[src/rtl/add_accumulator_32bit_if.sv]
// Operand/result bus for add_accumulator_32bit: start/len command, valid/ready
// operand stream, and the registered accumulation result.
interface add_accumulator_32bit_if #(
  parameter int unsigned LEN_W = 8
);
  logic             start;
  logic [LEN_W-1:0] len;
  logic             in_valid;
  logic [31:0]      in_data;
  logic             in_ready;
  logic             busy;
  logic             done;
  logic [31:0]      acc;
  logic             carry;

  modport master (
    output start, len, in_valid, in_data,
    input  in_ready, busy, done, acc, carry
  );

  modport slave (
    input  start, len, in_valid, in_data,
    output in_ready, busy, done, acc, carry
  );
endinterface

[src/rtl/add_accumulator_32bit.sv]
// Counted-stream accumulator wrapped around one full_adder_32bit (c_in = 0).
// Optional ACC_SATURATE_EN pins acc at all-ones from the first carry-out onward.
module full_adder_32bit (
  input  logic [31:0] a,
  input  logic [31:0] b,
  input  logic        c_in,
  output logic [31:0] sum,
  output logic        c_out
);
  assign {c_out, sum} = {1'b0, a} + {1'b0, b} + {32'd0, c_in};
endmodule

module add_accumulator_32bit #(
  parameter int unsigned LEN_W = 8
) (
  input  logic                     clk,
  input  logic                     rst,
  add_accumulator_32bit_if.slave   bus
);
  typedef enum logic [1:0] {
    IDLE  = 2'd0,
    ACCUM = 2'd1,
    DONE  = 2'd2
  } state_t;

  state_t           state;
  logic [LEN_W-1:0] remaining;
  logic [31:0]      acc;
  logic             carry;
  logic             in_ready;
  logic             busy;
  logic             done;
  logic [31:0]      sum;
  logic             c_out;

  full_adder_32bit adder (
    .a     (acc),
    .b     (bus.in_data),
    .c_in  (1'b0),
    .sum   (sum),
    .c_out (c_out)
  );

  always_ff @(posedge clk) begin
    if (rst) begin
      state     <= IDLE;
      acc       <= '0;
      carry     <= 1'b0;
      remaining <= '0;
      in_ready  <= 1'b0;
      busy      <= 1'b0;
      done      <= 1'b0;
    end else begin
      case (state)
        IDLE: begin
          if (bus.start) begin
            acc       <= '0;
            carry     <= 1'b0;
            remaining <= bus.len;
            busy      <= 1'b1;
            if (bus.len == '0) begin
              state <= DONE;
              done  <= 1'b1;
            end else begin
              state    <= ACCUM;
              in_ready <= 1'b1;
            end
          end
        end
        ACCUM: begin
          if (bus.in_valid && in_ready) begin
`ifdef ACC_SATURATE_EN
            // carry is sticky, so it also marks that saturation already happened
            acc <= (carry || c_out) ? '1 : sum;
`else
            acc <= sum;
`endif
            carry     <= carry | c_out;
            remaining <= remaining - 1'b1;
            if (remaining == LEN_W'(1)) begin
              state    <= DONE;
              in_ready <= 1'b0;
              done     <= 1'b1;
            end
          end
        end
        DONE: begin
          state <= IDLE;
          done  <= 1'b0;
          busy  <= 1'b0;
        end
        default: begin
          state    <= IDLE;
          in_ready <= 1'b0;
          busy     <= 1'b0;
          done     <= 1'b0;
        end
      endcase
    end
  end

  assign bus.in_ready = in_ready;
  assign bus.busy     = busy;
  assign bus.done     = done;
  assign bus.acc      = acc;
  assign bus.carry    = carry;
endmodule

[src/flat_wrapper.sv]
// flat-port wrapper written by rule: the top's interface ports become plain ports
module add_accumulator_32bit_flat 
#(
  parameter int unsigned LEN_W = 8
)
  (clk, rst, bus_start, bus_len, bus_in_valid, bus_in_data, bus_in_ready, bus_busy, bus_done, bus_acc, bus_carry);
  add_accumulator_32bit_if #(.LEN_W(LEN_W)) bus_i ();
  input  logic clk;
  input  logic rst;
  input wire logic [$bits(bus_i.start)-1:0] bus_start;
  input wire logic [$bits(bus_i.len)-1:0] bus_len;
  input wire logic [$bits(bus_i.in_valid)-1:0] bus_in_valid;
  input wire logic [$bits(bus_i.in_data)-1:0] bus_in_data;
  output wire logic [$bits(bus_i.in_ready)-1:0] bus_in_ready;
  output wire logic [$bits(bus_i.busy)-1:0] bus_busy;
  output wire logic [$bits(bus_i.done)-1:0] bus_done;
  output wire logic [$bits(bus_i.acc)-1:0] bus_acc;
  output wire logic [$bits(bus_i.carry)-1:0] bus_carry;
  assign bus_i.start = bus_start;
  assign bus_i.len = bus_len;
  assign bus_i.in_valid = bus_in_valid;
  assign bus_i.in_data = bus_in_data;
  assign bus_in_ready = bus_i.in_ready;
  assign bus_busy = bus_i.busy;
  assign bus_done = bus_i.done;
  assign bus_acc = bus_i.acc;
  assign bus_carry = bus_i.carry;
  add_accumulator_32bit #(.LEN_W(LEN_W)) u_core (.clk(clk), .rst(rst), .bus(bus_i));
endmodule
[config.mk]
export PLATFORM = sky130hd
export DESIGN_NAME = add_accumulator_32bit_flat
export DESIGN_NICKNAME = d
export VERILOG_FILES = /design/src/rtl/add_accumulator_32bit_if.sv /design/src/rtl/add_accumulator_32bit.sv /design/src/flat_wrapper.sv
export SDC_FILE = /design/constraint.sdc
export NUM_CORES = 1
export LEC_CHECK = 0
export ABC_AREA = 1
export ABC_CLOCK_PERIOD_IN_PS = 2300
export CORE_MARGIN = 2
export CORE_UTILIZATION = 54
export CTS_CLUSTER_DIAMETER = 60
export DETAILED_ROUTE_END_ITERATION = 7
export GPL_TIMING_DRIVEN = 1
export HOLD_SLACK_MARGIN = 0.1
export PLACE_DENSITY = 0.82
export SKIP_LAST_GASP = 1
export SYNTH_ARGS = -nofsm -noshare
export SYNTH_HDL_FRONTEND = slang
export SYNTH_SLANG_ARGS = --single-unit
[constraint.sdc]
create_clock -name clk -period 2.3 [get_ports clk]
set_clock_uncertainty 0.05 [all_clocks]
set_input_delay 0.345 -clock clk [delete_from_list [all_inputs] [get_ports clk]]
set_output_delay 0.345 -clock clk [all_outputs]
set_load 0.1 [all_outputs]
==> summary.txt, run 1 <==
CTS Buf Count: 5
mapped cell area: 4510 um2
top area cells in the synthesized netlist: nand2_1 (22%), dfxtp_1 (20%), inv_1 (10%)
first-pass GRT wire length: 21100 um
VDD IR-drop max: 0.000226 V
setup TNS: 0 ns
total gr overflow: 0
setup slack, reg-to-reg: 0.32 ns
chip width: 95.4 um
largest area contributor in the netlist: nand2_1
Req. time, crit path: 2.51 ns
final net count: 948
Placement Rows: 33
fin. max-slew vios: 0
Slew HR: 63.3%
Period Utilization, post-route: 90.7%
max frequency: 480 MHz
num ports: 80
EDFF count, synth: 0
Initial Util: 55.2%
Core Util, Final: 69.9%
commonest non-fill, non-tap cells in the layout: nand2_1 (261), inv_1 (124), buf_4 (74)
Core ar.: 8180 um2
sequential share of the synthesized area: 20.4%
DIE AREA: 9110 um2
Main synth FF type: dfxtp_1
synthesis-to-layout area growth: 26.5%
# clock sinks: 46
Clock Latency Late Sink: 0.32 ns
Avg Cell Area, Syn: 5.96 um2
Hold Vio Cnt, Final: 0
number of port buffers: 79
Synth top area share: 21.7%
First DRT Iteration DRCs: 298
fraction of layout cells with a size suffix above 1: 19.5%
Data arrival, critical path: 2.29 ns
Antenna Nets Post-Route: 0
count of cell types in the netlist: 45
initial antenna violation count: 0
n_diodes: 0
Initial DRT Pass Iterations: 5
Worst-path clk slew: 0.10 ns
Max Cap Viol: 0
Avg WL per Cell: 13.8 um
cell chosen for the clock root: clkbuf_8
Hold WS: 0.434 ns
R2R Path End: u_core.bus.acc[29]
commonest non-fill, non-tap cell in the layout: nand2_1
hold endpoint: u_core.bus.acc[21]
RSZ-0062 raised after global routing: no
DIE HEIGHT: 95.4 um
largest net degree at the start of global routing: 40
GRT Resource Usage Total: 29.6%
Residual DRC: 0
outcome: completed
H-tree Lvls: 2
Post-CTS Setup Bufs: 0
Worst Setup Start Kind: input pin
post-detail-place hpwl: 10500 um
Worst Path Class, Setup: input pin to flip-flop
vias: 5083
Cells after Synth: 757
final setup fails: 0
Worst Hold Class: flip-flop to flip-flop
Hold Crit Depth: 2
final wirelength: 13400 um
Crit. End Element: flip-flop
maximum fanout along the worst path: 4
synth warn: 0
syn_nets: 836
crit path time final: 2.09 ns
maximum clock insertion buffer count: 2
Yosys reg bits: 46
pwr/cell area: 451 nW/um2
Tightest Pin Transition: 0.551 ns
Via density: 5.21
vias in the first global route: 4534
FFs w/ async S/R, synth: 0%
gpl congestion: 0.938
Fill cells: 726
HP Start: u_core.bus.acc[21]
CTS tree: built
leakage power: 3.05 nW
FF-to-FF path depth: 10
worst flop-to-flop path startpoint: u_core.bus.acc[20]
-- final cells by class --
| class | count | area (um2) | area share, % |
|---|---|---|---|
| Timing Repair Buffer | 119 | 1020 | 17.9 |
| Clock inverter | 2 | 60.1 | 1.05 |
| Inverter | 132 | 505 | 8.85 |
| Tap cell | 105 | 131 | 2.30 |
| Clock buffer | 6 | 82.6 | 1.45 |
| Multi-Input combinational cell | 565 | 2970 | 52.0 |
| Sequential cell | 46 | 941 | 16.5 |
-- critical path: stages --
cell and delay [ns]:
clkdlybuf4s50_1 0.47, ha_1 0.17, inv_1 0.06, fa_1 0.37
inv_2 0.09, nand3_1 0.10, nand3_2 0.10, nand2_1 0.08
nand2_2 0.09, nand2_1 0.05, nand2_1 0.10, nand3_1 0.07
nand2_1 0.07, nand2_1 0.04, a21oi_1 0.10
-- power breakdown --
group / switching [W] / internal [W]
Clock: 0.000328 / 0.000464
Combinational: 0.000568 / 0.000320
Sequential: 0.0000517 / 0.000843
Total: 0.000947 / 0.00163
-- Yosys cell counts, drive strengths merged, types with 4 or more instances --
cell / count
ha: 34
nand2: 282
inv: 132
nand3b: 4
nor3: 7
clkbuf: 5
a211oi: 6
nand4: 6
nand3: 51
o21ai: 18
dfxtp: 46
buf: 9
or2: 6
a21oi: 71
nor2: 63
-- cell families (layout without fill, tap and decap cells) --
logic type                 after synthesis  count (layout)  synth area share [%]
DFF                                     46              46                  20.4
adders and majority gates               35              35                  9.87
buffers and inverters                  146             259                  13.9
AOI/OAI and AO/OA                      107             107                  14.1
and+or+nand+nor                        420             420                  41.1
xor gates and xnor gates                 3               3                 0.582
-- routing by layer --
layer	track usage, %	vias up	share of wire, %
li1	-	2606	-
met4	7.26	0	1.6
met5	0	-	0
met1	38.2	2301	45
met3	3.32	19	6.1
met2	52.4	157	47
-- sequential cells by signal, indices dropped and copies added, names as in the netlist --
name and cells:
u_core.bus.acc 32, u_core.remaining 8, u_core.state 2, u_core.bus.busy 1, u_core.bus.carry 1, u_core.bus.done 1
u_core.bus.in_ready 1
-- how the worst max path moves through the flow --
| stage | start | endpoint | slack [ns] | cells past startpoint |
|---|---|---|---|---|
| 5_1_grt | bus_in_data[0] | u_core.bus.acc[20] | 0.02 | 13 |
| 6_report | bus_in_data[0] | u_core.bus.carry | 0.21 | 15 |
| 3_5_place_dp | bus_in_data[0] | u_core.bus.carry | -0.13 | 15 |
| 4_1_cts | bus_in_data[0] | u_core.bus.carry | 0.18 | 15 |
| 2_1_floorplan | u_core.bus.acc[20] | u_core.bus.acc[29] | 0.001 | 9 |
| 3_3_place_gp | bus_in_data[0] | u_core.bus.carry | -0.05 | 15 |
-- metrics by stage --
stage / instance area, um2 / worst slack (ns) / total power (W) / std cells
finish: 5710 / 0.215 / 0.00257 / 975
global route: 5710 / 0.0173 / 0.00269 / 975
CTS: 5710 / 0.183 / 0.00257 / 975
detailed placement: 5560 / -0.134 / 0.00179 / 967
global placement: 5560 / -0.0466 / 0.00177 / 967
floorplan: 4530 / 0.00106 / 0.00154 / 757
-- what timing repair did --
item,CTS,global route
hold buffers,0,0
resized for setup,0,2
hold endpoints to repair,0,0
endpoints found under the setup margin,0,3
No activity file was read; power rests on OpenSTA's default activity.
==> inputs of run 2 (changes only) <==
--- a/config.mk
+++ b/config.mk
@@ -11,6 +11,7 @@
 export CORE_UTILIZATION = 54
 export CTS_CLUSTER_DIAMETER = 60
 export DETAILED_ROUTE_END_ITERATION = 7
+export GPL_ROUTABILITY_DRIVEN = 0
 export GPL_TIMING_DRIVEN = 1
 export HOLD_SLACK_MARGIN = 0.1
 export PLACE_DENSITY = 0.82
==> run 2 against run 1 <==
Against the previous run:
- via count down 0.71%
- register-to-register slack about the same
- non-clock buffer count shrank 10
- sequential cell count did not move
- critical path type unchanged
- largest power group unchanged
==> summary.txt, run 2 (same netlist as run 1, synthesis figures left out) <==
Slew HR: 65.3%
Period Utilization, post-route: 89.7%
initial antenna violation count: 0
vias: 5047
Worst Setup Start Kind: input pin
Via density: 5.23
post-detail-place hpwl: 9780 um
synthesis-to-layout area growth: 23.5%
vias in the first global route: 4640
crit path time final: 2.06 ns
first-pass GRT wire length: 20600 um
Tightest Pin Transition: 0.521 ns
RSZ-0062 raised after global routing: no
Initial DRT Pass Iterations: 5
final wirelength: 12600 um
Initial Util: 55.2%
num ports: 80
final net count: 938
Clock Latency Late Sink: 0.32 ns
final setup fails: 0
Data arrival, critical path: 2.22 ns
Max Cap Viol: 0
CTS hold repair buffers: 0
cell chosen for the clock root: clkbuf_8
VDD IR-drop max: 0.000236 V
n_diodes: 0
setup slack, reg-to-reg: 0.31 ns
outcome: completed
Worst-path clk slew: 0.10 ns
Avg WL per Cell: 13.0 um
DIE HEIGHT: 95.4 um
Worst Hold Class: input pin to flip-flop
chip width: 95.4 um
max reg flops: 32
DIE AREA: 9110 um2
Req. time, crit path: 2.46 ns
Crit. End Element: flip-flop
Hold Vio Cnt, Final: 0
commonest non-fill, non-tap cell in the layout: nand2_1
max frequency: 485 MHz
Residual DRC: 0
largest net degree at the start of global routing: 40
Antenna Nets Post-Route: 0
Placement Rows: 33
leakage power: 2.96 nW
Worst Setup Slack, final: 0.237 ns
fin. max-slew vios: 0
CTS tree: built
maximum clock insertion buffer count: 2
fraction of layout cells with a size suffix above 1: 18.6%
CTS Buf Count: 5
maximum fanout along the worst path: 6
largest registers: u_core.bus.acc: 32 flops, u_core.remaining: 8 flops, u_core.state: 2 flops
First DRT Iteration DRCs: 270
# clock sinks: 46
Place WS: -0.155 ns
Core ar.: 8180 um2
Biggest register: u_core.bus.acc
setup TNS: 0 ns
pwr/cell area: 415 nW/um2
H-tree Lvls: 2
number of port buffers: 79
commonest non-fill, non-tap cells in the layout: nand2_1 (261), inv_1 (124), buf_4 (65)
total gr overflow: 0
GRT Resource Usage Total: 28.2%
Worst Path Class, Setup: input pin to flip-flop
-- run 2: worst paths after layout --
check | from | depth (start not counted) | end
worst max-delay path | bus_in_data[3] | 13 | u_core.bus.acc[31]
worst min-delay path | rst | 2 | u_core.bus.acc[31]
worst max register to register | u_core.bus.acc[5] | 11 | u_core.bus.acc[14]
worst min register to register | u_core.bus.busy | 2 | u_core.bus.busy
-- run 2: power breakdown --
part	internal, W	switching (W)
clock	0.000218	0.000334
combinational	0.000307	0.000565
sequential	0.000843	0.0000470
total	0.00137	0.000946
-- run 2: layout make-up --
type | count | area (um2)
clock buffers | 5 | 68.8
flip-flops and latches | 46 | 941
multi-input cells | 565 | 2970
well taps | 105 | 131
repair buffers | 109 | 933
fillers | 754 | 2600
inverters | 132 | 505
clock inverters | 3 | 23.8
-- run 2: stage by stage --
stage / power (W) / instance area (um2) / instances / hold slack [ns] / utilization [%]
3_3_place_gp: 0.00175 / 5480 / 957 / 0.403 / 67.0
6_report: 0.00231 / 5570 / 965 / 0.354 / 68.2
4_1_cts: 0.00232 / 5570 / 965 / 0.347 / 68.1
3_5_place_dp: 0.00177 / 5480 / 957 / 0.419 / 67.0
2_1_floorplan: 0.00154 / 4530 / 757 / 0.408 / -
5_1_grt: 0.00245 / 5570 / 965 / 0.368 / 68.2
-- run 2: critical path, cell delays in order --
cell and delay, ns:
clkdlybuf4s50_1 0.41, ha_1 0.38, nand2_1 0.14, nor2_2 0.13
nand3_1 0.10, nand2_1 0.12, nand2_1 0.09, nand2_2 0.13
nand2_1 0.13, nand2_1 0.08, nand2_1 0.06, nand3_2 0.06
a21oi_2 0.04
-- run 2: routing by layer --
layer,GRT usage [%],wire length [um],up-vias
met1,35.7,5520,2273
met2,49.0,5890,166
li1,-,-,2586
met3,4.11,892,22
met4,9.40,272,0
met5,0,0,-
-- run 2: repair_timing --
action,4_1_cts,5_1_grt
gates resized for setup,0,2
endpoints found under the setup margin,0,2
setup buffers,0,0
